## config.mk

```make
export PLATFORM = sky130hd
export DESIGN_NAME = ws2812b_decoder
export DESIGN_NICKNAME = d
export VERILOG_FILES = /design/src/rtl/ws2812b_decoder.sv
export SDC_FILE = /design/constraint.sdc
export NUM_CORES = 1
export LEC_CHECK = 0
export ABC_AREA = 1
export CAP_MARGIN = 25
export CORE_ASPECT_RATIO = 0.6
export CORE_MARGIN = 2
export CORE_UTILIZATION = 60
export DETAILED_ROUTE_END_ITERATION = 8
export HOLD_SLACK_MARGIN = 0.08
export PLACE_DENSITY = 0.83
export SLEW_MARGIN = 20
export SYNTH_ARGS = -nofsm -noshare
export SYNTH_HDL_FRONTEND = slang
export SYNTH_SLANG_ARGS = --single-unit
```

## constraint.sdc

```tcl
create_clock -name clk -period 5.6 [get_ports clk]
set_clock_uncertainty 0.1 [all_clocks]
set_input_delay 1.4 -clock clk [delete_from_list [all_inputs] [get_ports clk]]
set_output_delay 1.4 -clock clk [all_outputs]
set_load 0.02 [all_outputs]
```

## src/rtl/ws2812b_decoder.sv

```systemverilog
// WS2812B single-wire receiver: classifies high pulses into bits, packs 24-bit pixels onto valid/ready.
// Define WS2812B_DECODER_FWD_EN to forward every word after the first of each frame on dout.
module ws2812b_decoder #(
    parameter int THRESH_CYCLES  = 12,
    parameter int GLITCH_CYCLES  = 3,
    parameter int MAXHIGH_CYCLES = 40,
    parameter int RESET_CYCLES   = 1000
) (
    input  logic        clk,
    input  logic        reset,
    input  logic        din,
    output logic [23:0] data,
    output logic        valid,
    input  logic        ready,
    output logic        frame_end,
    output logic        frame_err,
    output logic        overrun,
    output logic [8:0]  pixel_count,
    output logic        dout
);
    localparam int LW = $clog2(RESET_CYCLES + 1);
    localparam int HW = $clog2(MAXHIGH_CYCLES + 1);
    localparam logic [LW-1:0] LOW_MAX  = LW'(RESET_CYCLES);
    localparam logic [LW-1:0] LOW_LAST = LW'(RESET_CYCLES - 1);
    localparam logic [HW-1:0] HI_MAX   = HW'(MAXHIGH_CYCLES);
    localparam logic [HW-1:0] HI_THR   = HW'(THRESH_CYCLES);
    localparam logic [HW-1:0] HI_GLT   = HW'(GLITCH_CYCLES);

    typedef enum logic {ST_LOW, ST_HIGH} state_t;

    state_t        state_q, state_d;
    logic          sync1_q, sync1_d, din_s_q, din_s_d, din_p_q, din_p_d;
    logic [LW-1:0] low_cnt_q, low_cnt_d;
    logic [HW-1:0] high_cnt_q, high_cnt_d;
    logic [22:0]   shift_q, shift_d;
    logic [4:0]    bit_cnt_q, bit_cnt_d;
    logic [23:0]   data_q, data_d;
    logic          valid_q, valid_d;
    logic          frame_end_q, frame_end_d, frame_err_q, frame_err_d;
    logic          overrun_q, overrun_d;
    logic [8:0]    pix_q, pix_d;
    logic          bit_done, bit_val;
`ifdef WS2812B_DECODER_FWD_EN
    logic          fwd_q, fwd_d;
`endif

    always_comb begin
        state_d     = state_q;
        sync1_d     = din;
        din_s_d     = sync1_q;
        din_p_d     = din_s_q;
        low_cnt_d   = low_cnt_q;
        high_cnt_d  = high_cnt_q;
        shift_d     = shift_q;
        bit_cnt_d   = bit_cnt_q;
        data_d      = data_q;
        valid_d     = valid_q;
        frame_end_d = 1'b0;
        frame_err_d = 1'b0;
        overrun_d   = overrun_q;
        pix_d       = pix_q;
        bit_done    = 1'b0;
        bit_val     = 1'b0;
`ifdef WS2812B_DECODER_FWD_EN
        fwd_d       = fwd_q;
`endif
        case (state_q)
            ST_LOW: begin
                if (din_s_q && !din_p_q) begin
                    state_d    = ST_HIGH;
                    high_cnt_d = HW'(1);
                end else if (!din_s_q && low_cnt_q < LOW_MAX) begin
                    low_cnt_d = low_cnt_q + LW'(1);
                    // Reset gap reached: close the frame and drop any partial word.
                    if (low_cnt_q == LOW_LAST) begin
                        frame_end_d = 1'b1;
                        frame_err_d = (bit_cnt_q != 5'd0);
                        bit_cnt_d   = 5'd0;
                        shift_d     = '0;
                        pix_d       = '0;
`ifdef WS2812B_DECODER_FWD_EN
                        fwd_d       = 1'b0;
`endif
                    end
                end
            end
            default: begin
                if (din_s_q) begin
                    if (high_cnt_q < HI_MAX) high_cnt_d = high_cnt_q + HW'(1);
                end else begin
                    state_d   = ST_LOW;
                    low_cnt_d = LW'(1);
                    if (high_cnt_q >= HI_MAX) begin
                        frame_err_d = 1'b1;
                        bit_cnt_d   = 5'd0;
                        shift_d     = '0;
`ifdef WS2812B_DECODER_FWD_EN
                        fwd_d       = 1'b0;
`endif
                    end else if (high_cnt_q >= HI_GLT) begin
                        bit_done = 1'b1;
                        bit_val  = (high_cnt_q >= HI_THR);
                    end
                end
            end
        endcase

        if (valid_q && ready) valid_d = 1'b0;

        if (bit_done) begin
            shift_d = {shift_q[21:0], bit_val};
            if (bit_cnt_q == 5'd23) begin
                bit_cnt_d = 5'd0;
                if (pix_q != 9'd511) pix_d = pix_q + 9'd1;
`ifdef WS2812B_DECODER_FWD_EN
                fwd_d = 1'b1;
`endif
                // A word being consumed this cycle frees the holding register.
                if (!valid_q || ready) begin
                    data_d  = {shift_q, bit_val};
                    valid_d = 1'b1;
                end else begin
                    overrun_d = 1'b1;
                end
            end else begin
                bit_cnt_d = bit_cnt_q + 5'd1;
            end
        end
    end

    always_ff @(posedge clk or posedge reset) begin
        if (reset) begin
            state_q     <= ST_LOW;
            sync1_q     <= 1'b0;
            din_s_q     <= 1'b0;
            din_p_q     <= 1'b0;
            low_cnt_q   <= LOW_MAX;
            high_cnt_q  <= '0;
            shift_q     <= '0;
            bit_cnt_q   <= 5'd0;
            data_q      <= '0;
            valid_q     <= 1'b0;
            frame_end_q <= 1'b0;
            frame_err_q <= 1'b0;
            overrun_q   <= 1'b0;
            pix_q       <= '0;
`ifdef WS2812B_DECODER_FWD_EN
            fwd_q       <= 1'b0;
`endif
        end else begin
            state_q     <= state_d;
            sync1_q     <= sync1_d;
            din_s_q     <= din_s_d;
            din_p_q     <= din_p_d;
            low_cnt_q   <= low_cnt_d;
            high_cnt_q  <= high_cnt_d;
            shift_q     <= shift_d;
            bit_cnt_q   <= bit_cnt_d;
            data_q      <= data_d;
            valid_q     <= valid_d;
            frame_end_q <= frame_end_d;
            frame_err_q <= frame_err_d;
            overrun_q   <= overrun_d;
            pix_q       <= pix_d;
`ifdef WS2812B_DECODER_FWD_EN
            fwd_q       <= fwd_d;
`endif
        end
    end

    assign data        = data_q;
    assign valid       = valid_q;
    assign frame_end   = frame_end_q;
    assign frame_err   = frame_err_q;
    assign overrun     = overrun_q;
    assign pixel_count = pix_q;
`ifdef WS2812B_DECODER_FWD_EN
    assign dout = fwd_q & din_s_q;
`else
    assign dout = 1'b0;
`endif
endmodule

```

==> flow_summary_export.csv <==
group,metric,value,unit
worst_setup_path,path_cells,"clkdlybuf4s50_1",
floorplanning,num_rows,23,
worst_setup_path,cp.required,4100,ps
place,place_inst,593,
worst_setup_path,worstPathMaxFanout,6,
logic_synthesis,yosys.area.top_type,"dfrtp_1",
floorplanning,initial_core_util,61.6,%
power,power_density,275,nW/µm²
global_route,grt_pass1_vias,3136,
power,ir_worst_vdd,190,µV
logic_synthesis,syn_area,4090,µm²
finish,final_util,71.6,%
logic_synthesis,yosysWarnings,0,
clock_tree,cts_tree,"done",
finish,multiInputGateArea,1670,µm²
detailed_routing,avgRoutedWirePerCell,14.3,µm
power,power_frac_seq,51.8,%
worst_setup_path,cp.arrival,1430,ps
global_route,grt_pass1_wl,14800,µm
floorplanning,dieArea,7520,µm²
sta,rsz0062_at_grt,"false",
logic_synthesis,seq_area_frac_synth,52.2,%
detailed_routing,drt_pass1_iterations,5,
clock_tree,cts_hold_buf,0,
sta,setup-tns-final,0,ps
logic_synthesis,synth-seq-cells,85,
worst_setup_path,critPathSlowestCell,"clkdlybuf4s50_1",
sta,max-slew-margin-rel,62.7,%
logic_synthesis,syn_nets,497,
clock_tree,cts_resized,0,
worst_setup_path,start_kind,"flip-flop",
global_route,grt_usage,25.0,%
clock_tree,cts_buffer_depth,2,
detailed_routing,wirelength,8730,µm
logic_synthesis,syn_inst,486,
worst_setup_path,cp_num_buf_inv,1,
finish,nFillCells,520,
worst_setup_path,ff2ff_setup_slack,3370,ps
global_route,overflow,0,
power,p_switching,0.335,mW
global_route,grt_antenna_before_repair,0,
detailed_routing,vias,3426,
place,gp_congestion,0.893,
finish,syn_to_final_growth,16.3,%
worst_setup_path,path_class,"flip-flop to output pin",
sta,hold_viol,0,
detailed_routing,viasPerCell,5.63,
clock_tree,cts_buffers,9,
sta,setup_viol,0,
finish,seq_area,2130,µm²
sta,maxSlewViolCount,0,
worst_setup_path,crit_family,"buffers and inverters",
clock_tree,root_buffer,"clkbuf_16",
clock_tree,insertion_delay,340,ps
global_route,grt_use_met2,38.8,%
detailed_routing,drt_drc_violations_left,0,
clock_tree,cts.clk_slew.worst_paths,60,ps
place,dp_hpwl,5750,µm
worst_setup_path,crit_path_end_kind,"output pin",
power,p_leak,2.43,nW
global_route,met1_usage,34.8,%
logic_synthesis,post_synth.cell_area_avg,8.42,µm²
logic_synthesis,yosysTopAreaCellShare,48.3,%
sta,tightest_slew,558,ps
finish,nets,530,
detailed_routing,drt_iter0_markers,371,
power,clkPwrFrac,39.6,%
sta,finalCritPeriodShare,52.2,%
clock_tree,clock_sinks,85,
power,switching_share,25.6,%
logic_synthesis,synth_area_leaders,"dfrtp_1 (48%), nand2_1 (16%), nand4_1 (5.5%)",
sta,period_needed,2930,ps
power,comb_power_share,8.6,%
floorplanning,die_y,68.0,µm
sta,fmax,0.342,GHz
finish,diodes,0,
global_route,top_usage_layer,"met2",
worst_setup_path,cpPeakStageDelay,640,ps
floorplanning,die_w,111,µm
logic_synthesis,yosysUniqueCellTypes,31,
place,port_buffers,40,
detailed_routing,drtAntennaViolNets,0,
floorplanning,io_pins,42,
flow_run,max-cap-violations,0,
power,internal_power,0.972,mW
clock_tree,post-cts-setup-buffers,0,
global_route,met3_usage,6.91,%
global_route,grt_max_degree,57,
run_status,status,"complete, no violations",
finish,final_cells,609,
clock_tree,htreeDepth,3,
floorplanning,core_region_area,6650,µm²
hold_path,hold_path.class,"flip-flop to flip-flop",
finish,drive_gt1_share,7.28,%
## cell type report
type                            count  share of cell area, %
Timing Repair Buffer               45                   9.55
Clock inverter                      3                  0.316
Sequential cell                    85                   44.9
Tap cell                           87                   2.29
Clock buffer                       11                   4.89
Inverter                           38                   3.05
Multi-Input combinational cell    340                   35.1
## power by group through the flow
stage	clock network (mW)	registers [mW]	logic (mW)
2_1_floorplan	0	0.677	0.0864
3_3_place_gp	0	0.684	0.101
3_5_place_dp	0	0.687	0.107
4_1_cts	0.526	0.676	0.110
5_1_grt	0.551	0.681	0.129
6_report	0.518	0.677	0.112
## worst paths after layout
path                                 from             end  depth (start not counted)
max reg2reg                 high_cnt_q[0]     shift_q[16]                          7
min                               din_s_d         din_p_d                          0
min reg2reg                       din_s_d         din_p_d                          0
min in group asynchronous           reset         data[1]                          2
max in group asynchronous           reset     shift_q[18]                          3
max                        pixel_count[4]  pixel_count[4]                          1
## cell usage after synthesis, drive strengths merged
cell	n
nor3	4
inv	37
nand2	178
dfrtp	79
clkbuf	5
a21oi	3
o31ai	1
o211ai	1
nand4	37
nor4	1
conb	1
xnor2	2
xor2	9
ha	7
clkinv	1
o21ai	37
nand3	33
buf	18
o21bai	4
nor2	22
dfstp	6
## layer usage
layer / vias to the layer above / part of all wire (%)
met4: 0 / 1.2
met3: 13 / 6.6
met5: - / 0
met1: 1629 / 47
li1: 1665 / -
met2: 119 / 45
## through the flow
step	cell area [µm²]	setup slack (ps)	hold WS, ps	total power, mW
floorplan	4090	1920	231	0.763
global placement	4480	2610	243	0.785
detailed placement	4480	2590	242	0.793
CTS	4730	2670	264	1.31
global route	4760	2640	280	1.36
finish	4760	2670	261	1.31
## kinds of logic after synthesis
| family | count (synthesis) | synth area share, % |
|---|---|---|
| adder cells (fa/ha/maj) | 7 | 2.14 |
| other | 1 | 0.0916 |
| flip-flops | 85 | 52.2 |
| buffers and inverters | 61 | 7.09 |
| AND/OR/NAND/NOR | 275 | 30.2 |
| AO/OA/AOI/OAI | 46 | 5.99 |
| XOR/XNOR | 11 | 2.35 |
## registers in the layout (all words and copies together), names as in the netlist
signal / flops
din_p_d: 1
pixel_count: 9
state_q: 1
din_p_q: 1
frame_end: 1
overrun: 1
low_cnt_q: 10
high_cnt_q: 6
frame_err: 1
bit_cnt_q: 5
valid: 1
data: 24
din_s_d: 1
shift_q: 23
## cells in the final DEF, fill, tap and decap left out, types with 7 or more instances in the layout
master / count
inv_1: 35
xor2_1: 9
nand3_1: 31
nor2_1: 17
clkbuf_16: 9
nand2_1: 174
nand4_1: 36
ha_1: 7
clkdlybuf4s50_1: 40
dfrtp_1: 79
o21ai_0: 33
Power figures use the tool's default switching activity.
